--- src/rtl/freq_beacon_tx_if.sv ---
// Control/output bundle of the optical beacon transmitter.
// master = control logic, slave = the transmitter itself.
interface freq_beacon_tx_if;
  logic       en;
  logic [1:0] sel;
  logic       sel_load;
  logic       led_out;
  logic       busy;
  logic [1:0] active_sel;
  logic       period_done;

  modport master (
    output en, sel, sel_load,
    input  led_out, busy, active_sel, period_done
  );

  modport slave (
    input  en, sel, sel_load,
    output led_out, busy, active_sel, period_done
  );
endinterface

--- src/rtl/freq_beacon_tx.sv ---
// Square-wave beacon: 100/200/300/400 Hz tones on an emitter pin,
// full-length periods only, code changes applied on period boundaries.
module freq_beacon_tx #(
  parameter int CLK_HZ = 100_000_000,
  parameter int CNT_W  = 20
) (
  input  logic            clk,
  input  logic            rst_n,
  freq_beacon_tx_if.slave bus
);

  localparam logic [CNT_W-1:0] HM0 = CNT_W'(CLK_HZ / 200 - 1);
  localparam logic [CNT_W-1:0] HM1 = CNT_W'(CLK_HZ / 400 - 1);
  localparam logic [CNT_W-1:0] HM2 = CNT_W'(CLK_HZ / 600 - 1);
  localparam logic [CNT_W-1:0] HM3 = CNT_W'(CLK_HZ / 800 - 1);

  typedef enum logic [1:0] {
    IDLE,
    HIGH,
    LOW
  } state_t;

  state_t           state;
  logic [CNT_W-1:0] cnt;
  logic [CNT_W-1:0] hm;
  logic [1:0]       act;
  logic [1:0]       psel;
  logic             pflag;
  logic             led;
  logic             bsy;
  logic             pdone;
  logic             last;

  always_comb begin
    hm = HM0;
    unique case (act)
      2'd0: hm = HM0;
      2'd1: hm = HM1;
      2'd2: hm = HM2;
      2'd3: hm = HM3;
      default: hm = HM0;
    endcase
  end

  assign last = (cnt == hm);

  always_ff @(posedge clk or negedge rst_n) begin
    if (!rst_n) begin
      state <= IDLE;
      cnt   <= '0;
      act   <= '0;
      psel  <= '0;
      pflag <= 1'b0;
      led   <= 1'b0;
      bsy   <= 1'b0;
      pdone <= 1'b0;
    end else begin
      pdone <= 1'b0;
      unique case (state)
        IDLE: begin
          cnt <= '0;
          if (bus.sel_load) begin
            act   <= bus.sel;
            pflag <= 1'b0;
          end
          if (bus.en) begin
            state <= HIGH;
            led   <= 1'b1;
            bsy   <= 1'b1;
          end
        end
        HIGH: begin
          if (bus.sel_load) begin
            psel  <= bus.sel;
            pflag <= 1'b1;
          end
          if (last) begin
            cnt   <= '0;
            state <= LOW;
            led   <= 1'b0;
          end else begin
            cnt <= cnt + 1'b1;
          end
        end
        LOW: begin
          if (last) begin
            cnt   <= '0;
            pflag <= 1'b0;
            // A load landing on the boundary beats any queued code
            if (bus.sel_load) begin
              act <= bus.sel;
            end else if (pflag) begin
              act <= psel;
            end
            if (bus.en) begin
              state <= HIGH;
              led   <= 1'b1;
            end else begin
              state <= IDLE;
              bsy   <= 1'b0;
            end
          end else begin
            cnt <= cnt + 1'b1;
            // Registered pulse lands on the final LOW cycle
            pdone <= (cnt == hm - 1'b1);
            if (bus.sel_load) begin
              psel  <= bus.sel;
              pflag <= 1'b1;
            end
          end
        end
        default: begin
          state <= IDLE;
          cnt   <= '0;
          led   <= 1'b0;
          bsy   <= 1'b0;
        end
      endcase
    end
  end

  assign bus.led_out     = led;
  assign bus.busy        = bsy;
  assign bus.active_sel  = act;
  assign bus.period_done = pdone;

endmodule
--- src/flat_wrapper.sv ---
// flat-port wrapper written by rule: the top's interface ports become plain ports
module freq_beacon_tx_flat 
#(
  parameter int CLK_HZ = 100_000_000,
  parameter int CNT_W  = 20
)
  (clk, rst_n, bus_en, bus_sel, bus_sel_load, bus_led_out, bus_busy, bus_active_sel, bus_period_done);
  freq_beacon_tx_if bus_i ();
  input  logic clk;
  input  logic rst_n;
  input wire logic [$bits(bus_i.en)-1:0] bus_en;
  input wire logic [$bits(bus_i.sel)-1:0] bus_sel;
  input wire logic [$bits(bus_i.sel_load)-1:0] bus_sel_load;
  output wire logic [$bits(bus_i.led_out)-1:0] bus_led_out;
  output wire logic [$bits(bus_i.busy)-1:0] bus_busy;
  output wire logic [$bits(bus_i.active_sel)-1:0] bus_active_sel;
  output wire logic [$bits(bus_i.period_done)-1:0] bus_period_done;
  assign bus_i.en = bus_en;
  assign bus_i.sel = bus_sel;
  assign bus_i.sel_load = bus_sel_load;
  assign bus_led_out = bus_i.led_out;
  assign bus_busy = bus_i.busy;
  assign bus_active_sel = bus_i.active_sel;
  assign bus_period_done = bus_i.period_done;
  freq_beacon_tx #(.CLK_HZ(CLK_HZ), .CNT_W(CNT_W)) u_core (.clk(clk), .rst_n(rst_n), .bus(bus_i));
endmodule
--- config.mk ---
export PLATFORM = sky130hd
export DESIGN_NAME = freq_beacon_tx_flat
export DESIGN_NICKNAME = d
export VERILOG_FILES = /design/src/rtl/freq_beacon_tx_if.sv /design/src/rtl/freq_beacon_tx.sv /design/src/flat_wrapper.sv
export SDC_FILE = /design/constraint.sdc
export NUM_CORES = 1
export LEC_CHECK = 0
export CORE_MARGIN = 8
export CORE_UTILIZATION = 53
export CTS_CLUSTER_SIZE = 20
export DETAILED_ROUTE_END_ITERATION = 8
export GPL_TIMING_DRIVEN = 0
export PLACE_DENSITY = 0.87
export SLEW_MARGIN = 20
export SYNTH_ARGS = -nofsm -noshare
export SYNTH_HDL_FRONTEND = slang
export SYNTH_SLANG_ARGS = --single-unit
--- constraint.sdc ---
create_clock -name clk -period 2.29 [get_ports clk]
set_input_delay 0.5725 -clock clk [delete_from_list [all_inputs] [get_ports clk]]
set_output_delay 0.5725 -clock clk [all_outputs]
set_load 0.005 [all_outputs]
==> summary.txt, run 1 <==
Outcome
  – Status: finished with violations
  – Failing checks: negative setup slack

Timing
  – Setup Skew: 0.01202 ns
  – # setup viols final: 28
  – Hold WS: ~0.26 ns
  – Hold Fails Final Rpt: 0
  – Final Slew Violations: 0
  – Unrepaired setup endpoints after global routing: yes
  – Tcrit/Tclk final: 107.6%
  – Max Freq: 0.4058 GHz
  – Minimum clock period: ~2.5 ns
  – Relative slew slack: 54.19%
  – Worst-Margin Slew: 0.6871 ns
  – Final WS setup: -0.1742 ns

Setup path
  – WP data arrival: 2.69 ns
  – Crit end category: flop
  – Crit-path max FO: 5
  – Reg2reg end: u_core.psel[0]
  – Crit start category: flop
  – Depth of the worst register-to-register path: 7
  – Slowest Stage Delay on Critical Path: 0.47 ns
  – Worst Path Buf+Inv: 0
  – CP delay by family, top: simple AND/OR/NAND/NOR gates
  – CP required: 2.52 ns
  – Crit path cell chain: ha_2 > or3b_2 > a22oi_2 > nand2_2 > or4_4 > nand3b_4 > mux2_4
  – Setup slack, reg-to-reg: -0.17 ns
  – Setup CP Type: reg2reg
  – RR Startpoint: u_core.bus.active_sel[1]
  – Critical-path top delay cell: or4_4

Hold path
  – Worst hold path type: in2async

Power
  – Leak: 0.9883 nW
  – Sequential share of power: 32.6%
  – Max IR drop VDD: 0.4047 mV
  – Net Switching: 0.8530 mW
  – Design Power: 2.253 mW
  – Clock power share: 15.1%
  – Combinational Power Share: between 50% and 60%
  – Pwr dens: 975.8 mW/mm2
  – Pint: 1.400 mW
  – Switching portion of total power: 37.87%

Clock tree
  – CTS Buf Count: 5
  – CTS clk-pin slew, worst paths: ~0.1 ns
  – Clk buf depth: 2
  – CTS tree: yes
  – Clock root buffer: clkbuf_4
  – Sinks on Clock Net: 30
  – Htree depth: 2
  – Clock latency on the worst-skew pair: 0.34 ns

Placed design
  – Post-place instance area: ~0.0020 mm2
  – Hpwl dp: between 2 and 3 mm
  – Pre-CTS setup slack: -0.3527 ns
  – # port buffers: 10
  – GPL Wtd Cong: between 0.8 and 0.9

Floorplan
  – Die width: around 74 um
  – Core ar.: 0.003284 mm2
  – IO Pins: 11
  – Row count: 21
  – Die ar.: 0.005476 mm2
  – Die height: 74 um
  – Starting density of the core: 54.29%

Logic synthesis
  – Yosys warnings: 0
  – Synth area leader: dfrtp_1
  – Synthesized instance count: approximately 190
  – Post-synthesis cell type count: 41
  – Dominant cells by area after synthesis: dfrtp_1, ha_1, xor2_1, nor2_1, xnor2_1
  – Synth Area per Inst: 9.638 um2
  – Sequential area share after synthesis: a little over two fifths
  – Post-synth top flop: dfrtp_1
  – FFs w/ async S/R, synth: 100.0%
  – Netlist Area Pre-Place: 0.001783 mm2
  – Syn nets: 202
  – Yosys reg bits: 30
  – Post-synth EDFFs: 0
  – Top cell type's share of synthesized area: 42.11%

Detailed routing
  – Vias per cell: around 5.7
  – DRT iter0 DRCs: 140
  – Via count: 1,505
  – DRC violations left: 0
  – DR WL/cell: 16.73 um
  – Post-DRT Antenna Nets: 0
  – Drt pass-1 iters: 5
  – Routed Wire Length: ~4.4 mm

Finish
  – Commonest cells after routing, fill and taps aside: dfrtp_1, nor2_1, nand3_1
  – Layout net count: 234
  – Most common cell after layout, fill and taps aside: dfrtp_1
  – N_diodes: 0
  – Layout cells sized above 1: 27.06%
  – Fillers: about 210
  – Layout area overhead: 29.47%
  – Finished Cell Area: 0.002308 mm2

GRT
  – Vias in the first global route: between 1,500 and 2,000
  – Total track usage: 17.77%
  – Largest net degree at the start of global routing: 31
  – Grt ovf: 0
  – First-pass GRT wire length: 7.389 mm
  – Initial antenna violation count: 0

Flow run
  – Max-cap violations: 0
==> worst max-delay path by stage <==
stage          cells after the start                     start  slack, ns             end
2_1_floorplan                      8  u_core.bus.active_sel[0]      -0.11  u_core.psel[0]
3_3_place_gp                       9  u_core.bus.active_sel[1]      -0.33  u_core.cnt[17]
3_5_place_dp                       9  u_core.bus.active_sel[1]      -0.35  u_core.cnt[18]
4_1_cts                            8  u_core.bus.active_sel[0]      -0.18  u_core.psel[0]
5_1_grt                            8  u_core.bus.active_sel[0]      -0.25  u_core.psel[0]
6_report                           7  u_core.bus.active_sel[1]      -0.17  u_core.psel[0]
==> Yosys cell counts, types with 2 or more instances <==
| master | instances |
|---|---|
| and3_1 | 4 |
| xnor2_1 | 10 |
| nor3_1 | 2 |
| nor4_1 | 2 |
| nor2b_1 | 2 |
| a21oi_1 | 4 |
| mux2i_1 | 4 |
| o21ai_0 | 2 |
| mux2_1 | 2 |
| ha_1 | 11 |
| o21a_1 | 4 |
| nand3_1 | 15 |
| nor2_1 | 31 |
| a31oi_1 | 2 |
| inv_1 | 13 |
| nand2_1 | 7 |
| nand4_1 | 2 |
| dfrtp_1 | 30 |
| nand2b_1 | 3 |
| xor2_1 | 14 |
==> through the flow <==
| step | instances | setup TNS, ns | util (%) |
|---|---|---|---|
| finish | 264 | -2.797 | 70.29 |
| floorplan | 185 | -0.5787 | - |
| global route | 264 | -5.103 | 70.29 |
| detailed placement | 241 | -6.703 | 60.11 |
| global placement | 241 | -6.043 | 60.27 |
| CTS | 264 | -2.138 | 69.10 |
==> cells by family after synthesis <==
group | after synthesis | synth area share, %
xor gates and xnor gates | 24 | 11.79
AOI/OAI and AO/OA | 18 | 7.580
DFF | 30 | 42.11
adders and majority gates | 11 | 7.719
muxes | 6 | 3.509
buffers and inverters | 16 | 4.000
and+or+nand+nor | 80 | 23.30
==> power by group through the flow <==
| stage | Clock [mW] | Combinational (mW) | Sequential (mW) |
|---|---|---|---|
| 2_1_floorplan | 0 | 0.565 | 0.717 |
| 3_3_place_gp | 0 | 0.753 | 0.736 |
| 3_5_place_dp | 0 | 0.782 | 0.741 |
| 4_1_cts | 0.341 | 1.11 | 0.721 |
| 5_1_grt | 0.373 | 1.27 | 0.751 |
| 6_report | 0.339 | 1.18 | 0.733 |
==> layout make-up <==
cell class | count | area, um2 | share of cell area (%)
multi-input cells | 139 | 1097 | 47.53
flip-flops and latches | 30 | 753.2 | 32.63
repair buffers | 25 | 255.2 | 11.06
well taps | 46 | 57.56 | 2.493
clock buffers | 7 | 55.05 | 2.385
inverters | 13 | 51.30 | 2.222
plain buffers | 3 | 33.78 | 1.463
clock inverters | 1 | 5.005 | 0.2168
==> sequential cells by signal, indices dropped and copies added (netlist names) <==
register / count
u_core.bus.led_out: 1
u_core.bus.active_sel: 2
u_core.state: 2
u_core.psel: 2
u_core.pflag: 1
u_core.bus.busy: 1
u_core.cnt: 20
u_core.bus.period_done: 1
==> repair_timing <==
action	4_1_cts	5_1_grt
gates cloned	1	0
pin swaps	17	0
setup buffers	14	0
hold buffers	0	0
endpoints found under the setup margin	28	28
resized for setup	23	8
==> layer usage <==
| layer | vias to the layer above | global-route usage [%] | part of all wire (%) |
|---|---|---|---|
| met3 | 20 | 4.313 | 6.1 |
| met2 | 69 | 28.13 | 49 |
| li1 | 689 | - | - |
| met4 | 0 | 14.41 | 4.7 |
| met1 | 727 | 19.95 | 40 |
| met5 | - | 0 | 0 |
Note: power is estimated with default switching activity, not from simulation.
==> run 2, diff against run 1 <==
--- a/config.mk
+++ b/config.mk
@@ -10,7 +10,8 @@
 export CTS_CLUSTER_SIZE = 20
 export DETAILED_ROUTE_END_ITERATION = 8
 export GPL_TIMING_DRIVEN = 0
-export PLACE_DENSITY = 0.87
+export PLACE_DENSITY_LB_ADDON = 0.2
+export SKIP_LAST_GASP = 1
 export SLEW_MARGIN = 20
 export SYNTH_ARGS = -nofsm -noshare
 export SYNTH_HDL_FRONTEND = slang
==> summary.txt, run 2 (synthesized netlist as in run 1, its figures left out) <==
Timing
  – Relative slew slack: 55.04%
  – Unrepaired setup endpoints after global routing: yes
  – Setup tns final: -2.129 ns
  – Final Slew Violations: 0
  – Worst-Margin Slew: 0.6744 ns
  – Tcrit/Tclk final: 108.2%
  – Minimum clock period: ~2.5 ns
  – # setup viols final: 26
  – Hold Fails Final Rpt: 0
  – Hold WS: around 0.26 ns
  – Setup Skew: 0.005645 ns
  – Max Freq: 0.4034 GHz
  – Final WS setup: -0.1889 ns

Clock tree
  – CTS clk-pin slew, worst paths: around 0.09 ns
  – Clk buf depth: 2
  – CTS Buf Count: 5
  – Sinks on Clock Net: 30
  – Clock latency on the worst-skew pair: 0.33 ns
  – Clock root buffer: clkbuf_4
  – Htree depth: 2
  – CTS tree: yes

Finish
  – Layout area overhead: 25.89%
  – Layout Utilization: ~68%
  – N_diodes: 0
  – Non-Filler Instances: 264
  – Finished Cell Area: 0.002245 mm2
  – Layout cells sized above 1: 24.31%
  – Commonest cells after routing, fill and taps aside: nor2_1, dfrtp_1, nand3_1
  – Largest register by flop count: u_core.cnt
  – Max FFs per register: 20
  – Layout net count: 235

Detailed routing
  – Via count: 1,453
  – DRT iter0 DRCs: 133
  – Post-DRT Antenna Nets: 0
  – DR WL/cell: 15.92 um
  – Vias per cell: 5.504
  – Drt pass-1 iters: 4
  – DRC violations left: 0
  – Routed Wire Length: 4.204 mm

Hold path
  – Worst hold path type: in2async

Outcome
  – Failing checks: negative setup slack
  – Status: finished with violations

Power
  – Combinational Power Share: 52.1%
  – Pint: between 1 and 1.5 mW
  – Pwr dens: 959.8 mW/mm2
  – Design Power: 2.154 mW
  – Clock power share: 13.8%
  – Leak: 0.9616 nW
  – Max IR drop VDD: 0.5433 mV
  – Sequential share of power: about 34%
  – Net Switching: 0.8228 mW
  – Switching portion of total power: 38.19%

GRT
  – Total track usage: 16.83%
  – Met2 Resource Use GR: between 20% and 30%
  – Grt ovf: 0
  – Most used routing layer: met2
  – First-pass GRT wire length: just under 7 mm
  – Vias in the first global route: about 1,500
  – Largest net degree at the start of global routing: 31
  – GR Util met3: roughly 4.9%
  – Grt met1 use: about a fifth
  – Initial antenna violation count: 0

Placed design
  – GPL Wtd Cong: 0.8021
  – Placed Instances: 241
  – # port buffers: 10
  – Hpwl dp: 2.766 mm
  – Post-place instance area: 0.001974 mm2
  – Pre-CTS setup slack: -0.3620 ns

Floorplan
  – IO Pins: 11
  – Die width: between 70 and 80 um
  – Die height: 74 um
  – Core ar.: 0.003284 mm2
  – Starting density of the core: 54.29%
  – Row count: 21
  – Die ar.: between 0.005 and 0.006 mm2

Setup path
  – Setup CP Type: reg2reg
  – Crit-path max FO: 3
  – CP required: 2.51 ns
  – Crit start category: flop
  – WP data arrival: 2.70 ns
  – Setup slack, reg-to-reg: -0.19 ns
  – Crit end category: flop

Flow run
  – Max-cap violations: 0
-- run 2: changes by cell type in the layout (fill, tap and decap cells not counted), sizes merged --
cell	previous run	this run
clkinv	1	0
buf	18	19
-- run 2: final cells by class --
class                      count  area, um2
multi-input combinational    139       1087
timing repair buffer          27      237.7
fill                         266       1040
buffer                         2      15.01
clock buffer                   7      45.04
sequential                    30      753.2
inverter                      13      48.80
tap                           46      57.56
-- run 2: path summary, 6_finish.rpt --
check,from,to,depth (start not counted)
worst max-delay path,u_core.bus.active_sel[0],u_core.psel[0],7
worst min-delay path,rst_n,u_core.cnt[2],1
worst max register to register,u_core.bus.active_sel[0],u_core.psel[0],7
worst min register to register,u_core.bus.led_out,u_core.bus.led_out,1
max in group asynchronous,rst_n,u_core.bus.active_sel[1],1
min in group clk,u_core.bus.led_out,u_core.bus.led_out,1
-- run 2: what timing repair did --
action,4_1_cts,5_1_grt
gates resized for setup,19,6
cloned,1,0
endpoints found under the setup margin,28,28
pin swaps,19,7
hold buffers,0,0
setup buffers,15,1
-- run 2: worst max-delay path, cell delays in order (launching register included) --
cell	delay (ns)
dfrtp_2	0.45
buf_6	0.13
ha_4	0.16
xor2_1	0.13
or4_4	0.50
or4_4	0.57
nand3b_4	0.12
mux2_4	0.30
-- run 2: power groups by stage --
| stage | Combinational (mW) | Sequential, mW | Clock, mW |
|---|---|---|---|
| 3_3_place_gp | 0.766 | 0.730 | 0 |
| 4_1_cts | 1.08 | 0.721 | 0.306 |
| 3_5_place_dp | 0.802 | 0.740 | 0 |
| 2_1_floorplan | 0.565 | 0.717 | 0 |
| 5_1_grt | 1.21 | 0.748 | 0.328 |
| 6_report | 1.12 | 0.735 | 0.297 |
-- run 2: per-layer routing --
metal / routed length, um / up-vias
met5: 0 / -
met4: 150 / 0
met3: 188 / 11
met2: 2148 / 36
met1: 1716 / 716
li1: - / 690
==> run 3, diff against run 2 <==
--- a/config.mk
+++ b/config.mk
@@ -12,7 +12,7 @@
 export GPL_TIMING_DRIVEN = 0
 export PLACE_DENSITY_LB_ADDON = 0.2
 export SKIP_LAST_GASP = 1
-export SLEW_MARGIN = 20
+export SLEW_MARGIN = 25
 export SYNTH_ARGS = -nofsm -noshare
 export SYNTH_HDL_FRONTEND = slang
 export SYNTH_SLANG_ARGS = --single-unit
==> results of run 3 <==
Same layout as run 2: the final DEF is identical, and so are final timing and power.
